<file path="src/rtl/mac_tree_pipe.sv">
// Scalar-by-vector multiply, registered balanced adder tree and per-packet accumulation.
// Three register stages: products, tree sum, accumulator/result with a one-cycle write strobe.
module mac_tree_pipe #(
  parameter int DW        = 8,
  parameter int TAPS      = 9,
  parameter int MAX_BEATS = 4,
  parameter int SIGNED    = 0,
  localparam int SW       = 2*DW + $clog2(TAPS) + $clog2(MAX_BEATS)
) (
  input  logic                 clk,
  input  logic                 rst,
  input  logic                 ALU_en,
  input  logic                 first,
  input  logic                 last,
  input  logic [DW-1:0]        A_input,
  input  logic [TAPS*DW-1:0]   X_vec,
  output logic [SW-1:0]        sum,
  output logic                 web,
  output logic                 ovf
);

  localparam int PW = 2*DW;
  localparam int LV = $clog2(TAPS);
  localparam int TW = PW + LV;
  localparam int CW = $clog2(MAX_BEATS + 2);
  localparam logic [CW-1:0] CNT_MAX = CW'(MAX_BEATS);
  localparam logic [CW-1:0] CNT_SAT = CW'(MAX_BEATS + 1);

  function automatic logic [PW-1:0] mul_f(input logic [DW-1:0] av, input logic [DW-1:0] xv);
    logic signed [PW-1:0] sp;
    logic        [PW-1:0] up;
    sp = $signed({{DW{av[DW-1]}}, av}) * $signed({{DW{xv[DW-1]}}, xv});
    up = {{DW{1'b0}}, av} * {{DW{1'b0}}, xv};
    return (SIGNED != 0) ? sp : up;
  endfunction

  function automatic logic [TW-1:0] ext_tw(input logic [PW-1:0] p);
    return (SIGNED != 0) ? TW'($signed(p)) : TW'(p);
  endfunction

  function automatic logic [SW-1:0] ext_sw(input logic [TW-1:0] t);
    return (SIGNED != 0) ? SW'($signed(t)) : SW'(t);
  endfunction

  logic [PW-1:0]  prod_p1_d [TAPS];
  logic [PW-1:0]  prod_p1_q [TAPS];
  logic           vld_p1_q, first_p1_q, last_p1_q;
  logic [TW-1:0]  tree_p2_d, tree_p2_q;
  logic           vld_p2_q, first_p2_q, last_p2_q;
  logic [SW-1:0]  acc_d, acc_q, acc_nx;
  logic [CW-1:0]  cnt_d, cnt_q, cnt_nx;
  logic [SW-1:0]  sum_d, sum_q;
  logic           web_d, web_q, ovf_d, ovf_q;

  // Stage 1: per-tap products; an idle beat loads zeros so the tree sees a clean bubble
  always_comb begin
    for (int i = 0; i < TAPS; i++) begin
      prod_p1_d[i] = ALU_en ? mul_f(A_input, X_vec[(TAPS-1-i)*DW +: DW]) : '0;
    end
  end

  always_ff @(posedge clk) begin
    if (!rst) begin
      for (int i = 0; i < TAPS; i++) prod_p1_q[i] <= '0;
      vld_p1_q   <= 1'b0;
      first_p1_q <= 1'b0;
      last_p1_q  <= 1'b0;
    end else begin
      for (int i = 0; i < TAPS; i++) prod_p1_q[i] <= prod_p1_d[i];
      vld_p1_q   <= ALU_en;
      first_p1_q <= ALU_en & first;
      last_p1_q  <= ALU_en & last;
    end
  end

  // Stage 2: pairwise tree; nodes are carried at full tree width, which is exact for every level
  always_comb begin : tree_c
    logic [TW-1:0] node [0:LV][0:TAPS];
    int n;
    for (int l = 0; l <= LV; l++) begin
      for (int j = 0; j <= TAPS; j++) node[l][j] = '0;
    end
    for (int j = 0; j < TAPS; j++) node[0][j] = ext_tw(prod_p1_q[j]);
    n = TAPS;
    for (int l = 1; l <= LV; l++) begin
      for (int j = 0; j < (TAPS + 1) / 2; j++) begin
        if (2*j + 1 < n)  node[l][j] = node[l-1][2*j] + node[l-1][2*j+1];
        else if (2*j < n) node[l][j] = node[l-1][2*j];
      end
      n = (n + 1) / 2;
    end
    tree_p2_d = node[LV][0];
  end

  always_ff @(posedge clk) begin
    if (!rst) begin
      tree_p2_q  <= '0;
      vld_p2_q   <= 1'b0;
      first_p2_q <= 1'b0;
      last_p2_q  <= 1'b0;
    end else begin
      tree_p2_q  <= tree_p2_d;
      vld_p2_q   <= vld_p1_q;
      first_p2_q <= first_p1_q;
      last_p2_q  <= last_p1_q;
    end
  end

  // Stage 3: packet accumulation; a first beat restarts, a last beat publishes and clears
  always_comb begin
    acc_nx = first_p2_q ? ext_sw(tree_p2_q) : acc_q + ext_sw(tree_p2_q);
    cnt_nx = first_p2_q ? CW'(1) : ((cnt_q == CNT_SAT) ? cnt_q : cnt_q + 1'b1);
    acc_d  = acc_q;
    cnt_d  = cnt_q;
    sum_d  = sum_q;
    web_d  = 1'b0;
    ovf_d  = 1'b0;
    if (vld_p2_q) begin
      if (last_p2_q) begin
        sum_d = acc_nx;
        web_d = 1'b1;
        ovf_d = (cnt_nx > CNT_MAX);
        acc_d = '0;
        cnt_d = '0;
      end else begin
        acc_d = acc_nx;
        cnt_d = cnt_nx;
      end
    end
  end

  always_ff @(posedge clk) begin
    if (!rst) begin
      acc_q <= '0;
      cnt_q <= '0;
      sum_q <= '0;
      web_q <= 1'b0;
      ovf_q <= 1'b0;
    end else begin
      acc_q <= acc_d;
      cnt_q <= cnt_d;
      sum_q <= sum_d;
      web_q <= web_d;
      ovf_q <= ovf_d;
    end
  end

  assign sum = sum_q;
  assign web = web_q;
  assign ovf = ovf_q;

endmodule

</file>
<file path="config.mk">
export PLATFORM = sky130hd
export DESIGN_NAME = mac_tree_pipe
export DESIGN_NICKNAME = d
export VERILOG_FILES = /design/src/rtl/mac_tree_pipe.sv
export SDC_FILE = /design/constraint.sdc
export NUM_CORES = 2
export LEC_CHECK = 0
export CAP_MARGIN = 20
export CORE_ASPECT_RATIO = 0.5
export CORE_MARGIN = 8
export CORE_UTILIZATION = 40
export CTS_CLUSTER_DIAMETER = 120
export DETAILED_ROUTE_END_ITERATION = 7
export SLEW_MARGIN = 20
export SYNTH_ARGS = -nofsm -noshare
export SYNTH_HDL_FRONTEND = slang
export SYNTH_SLANG_ARGS = --single-unit
</file>
<file path="constraint.sdc">
create_clock -name clk -period 4.9 [get_ports clk]
set_input_delay 0.735 -clock clk [delete_from_list [all_inputs] [get_ports clk]]
set_output_delay 0.735 -clock clk [all_outputs]
set_load 0.005 [all_outputs]
</file>
==> impl_metrics.env <==
export IMPL_dp_cells=4497
export IMPL_crit_type="flop to flop"
export IMPL_final_area_um2=34000
export IMPL_cts_root_buf="clkbuf_16"
export IMPL_cts_buffer_depth=3
export IMPL_fmax_mhz=213
export IMPL_place_hpwl_um=61300
export IMPL_top_layer_used="met5"
export IMPL_whs_ns=0.434
export IMPL_drt_initial_drc_count=1052
export IMPL_nets=4435
export IMPL_crit_path_max_fanout=4
export IMPL_yosysMostFrequentCell="inv_1"
export IMPL_viasPerCell=4.84
export IMPL_overflow=0
export IMPL_synth_distinct_cells=59
export IMPL_leakagePower_nw=17.4
export IMPL_m1WireLength_um=34800
export IMPL_synth_edff_count=0
export IMPL_finalHoldViolCount=0
export IMPL_netlist_top_cells_area="fa_1 (30%), ha_1 (16%), dfxtp_1 (15%)"
export IMPL_tightest_slew_ns=1.09
export IMPL_cp_required_ns=5.32
export IMPL_power_mw=17.5
export IMPL_num_fill_cells=6980
export IMPL_drt_total_wl_um=72600
export IMPL_crit_path_cell_trace="fa_1, fa_1, fa_1, inv_1, fa_1, inv_1, ha_1, a211o_1, a21oi_1, nand2_1, o22ai_1, nor2_1, o31ai_1, mux2i_2"
export IMPL_firstDrtPassIters=5
export IMPL_synth_top_flop_cell="dfxtp_1"
export IMPL_finalMaxSlewViolations=0
export IMPL_finish_utilization=0.468
export IMPL_wire_per_inst_um=16.0
export IMPL_rr_worst_depth=14
export IMPL_place_congestion=0.869
export IMPL_end_kind="flop"
export IMPL_initial_core_util=0.402
export IMPL_hp_start="last_p1_q"
export IMPL_worst_clock_skew_ns=0.0256
export IMPL_dp_slack_ns=-0.385
export IMPL_slowest_stage="fa_1"
export IMPL_critPathBufInv=2
export IMPL_arrival_ns=5.12
export IMPL_fp_dieArea_um2=82400
export IMPL_power_density_nw_per_um2=517
export IMPL_grt_start_max_net_pins=60
export IMPL_path_clk_slew_ns=0.07
export IMPL_insertion_delay_ns=0.53
export IMPL_ys_ff_latch=219
export IMPL_fin_ws_ns=0.198
export IMPL_die_h_um=207
export IMPL_ff_latch_area_um2=4390
export IMPL_period_needed_ns=4.70
export IMPL_ioPinCount=109
export IMPL_grt_antenna_before_repair=3
export IMPL_drive_gt1_frac=0.0938
export IMPL_die_width_um=398
export IMPL_wl_met2_um=33100
export IMPL_synthCells=3261
export IMPL_async_flop_share=0
export IMPL_synth_commonest_cells="inv_1 (641), and2_1 (469), fa_1 (435), ha_1 (367), nand2_1 (230)"
export IMPL_postRouteAntennaNets=0
export IMPL_reg2reg_from="prod_p1_q[0][57]"
export IMPL_synth_top_area_share=0.298
export IMPL_tns_ns=0
export IMPL_cts_made_buffers=20
export IMPL_post_route_period_util=0.960
export IMPL_cts_tree="yes"
export IMPL_wl_met3_um=3970
export IMPL_critPathMostFrequentCell="fa_1"
export IMPL_cpPeakStageDelay_ns=0.69
export IMPL_netlist_area_um2=29200
export IMPL_synth_largest_area_cell="fa_1"
export IMPL_run_status="complete, no violations"
export IMPL_critPathLaunchType="flop"
export IMPL_grt_usage=0.180
export IMPL_min_path_type="flop to flop"
export IMPL_seq_area_frac_synth=0.150
export IMPL_cp_top_family="adder cells"
export IMPL_holdPathStages=1
export IMPL_rows=70
export IMPL_core_area_um2=72600
export IMPL_reg2reg_setup_slack_ns=0.20
export IMPL_multi_input_area_um2=22000
export IMPL_via_count=21900
export IMPL_layout_cells_non_filler=4535
export IMPL_synth_fp_nets=4148
export IMPL_finalSetupViolations=0
export IMPL_area_growth_pct=16.4
export IMPL_min_to="last_p2_q"
export IMPL_htreeDepth=1
export IMPL_postSynthAreaPerCell_um2=8.95
export IMPL_placedInstanceArea_um2=33200
export IMPL_slew_headroom=0.271
export IMPL_cap_violations=0
export IMPL_reg2reg_to="tree_p2_q[18]"
export IMPL_portBuffers=108
export IMPL_grt_pass1_vias=23400
export IMPL_grt_pass1_wl_um=120000
export IMPL_cts_sinks=219
export IMPL_drc=0
export IMPL_yosysWarnings=0
export IMPL_vdd_ir_drop_max_mv=1.47
-- metal layers --
| layer | track usage | vias up |
|---|---|---|
| li1 | - | 10700 |
| met1 | 0.252 | 10900 |
| met2 | 0.302 | 329 |
| met3 | 0.0303 | 53 |
| met4 | 0.0231 | 2 |
| met5 | 0 | - |
-- sequential cells by signal (all words and copies together) (netlist names), 3 cells and up --
register and flops:
prod_p1_q 144, tree_p2_q 20, cnt_q 3, acc_q 22
sum 22
-- how the worst max path moves through the flow --
stage / start / end / cells after the start
CTS: prod_p1_q[0][48] / tree_p2_q[16] / 16
finish: prod_p1_q[0][57] / tree_p2_q[18] / 14
floorplan: A_input[6] / prod_p1_q[0][31] / 18
global route: X_vec[66] / prod_p1_q[0][15] / 18
global placement: X_vec[12] / prod_p1_q[0][127] / 17
detailed placement: X_vec[5] / prod_p1_q[0][143] / 18
-- where the power goes --
| part | leakage, nW | switching, mW | internal, mW |
|---|---|---|---|
| Sequential | 1.79 | 0.257 | 2.20 |
| Clock | 0.329 | 0.761 | 0.904 |
| Combinational | 15.3 | 7.48 | 5.94 |
| Total | 17.4 | 8.49 | 9.05 |
-- logic make-up after synthesis --
logic type / after synthesis / share of synthesized area
flops: 219 / 0.150
xor+xnor: 106 / 0.0318
compound gates: 345 / 0.0732
buf+inv: 749 / 0.0964
fa+ha+maj: 802 / 0.456
mux: 12 / 0.00425
simple gates: 1028 / 0.188
-- area by class of cell --
class                      instances  share of cell area
multi-input combinational       2293               0.649
sequential                       219               0.129
timing repair buffer             373              0.0955
inverter                         641              0.0709
tap                              972              0.0358
clock buffer                      23              0.0157
clock inverter                    13             0.00438
antenna                            1           0.0000737
-- layout by cell type, fill, tap and decap left out, drive strengths merged, types with 24 or more instances in the layout --
| master | synthesis | routed |
|---|---|---|
| nor3 | 36 | 36 |
| dfxtp | 219 | 219 |
| xnor2 | 31 | 31 |
| xor2 | 75 | 75 |
| a21o | 25 | 25 |
| nor2 | 123 | 123 |
| buf | 2 | 274 |
| clkdlybuf4s50 | 0 | 97 |
| and3 | 42 | 42 |
| o21ai | 92 | 92 |
| nor2b | 24 | 24 |
| ha | 367 | 367 |
| a21oi | 110 | 110 |
| and2 | 469 | 469 |
| nand3 | 39 | 39 |
| fa | 435 | 435 |
| o21a | 27 | 27 |
| nand2 | 230 | 230 |
| inv | 641 | 642 |
-- repair_timing --
action	CTS	global route
resized for setup	0	22
setup buffers	0	1
hold buffers	0	0
endpoints found under the setup margin	0	15
hold endpoints to repair	0	0
(Power assumes the default switching activity.)
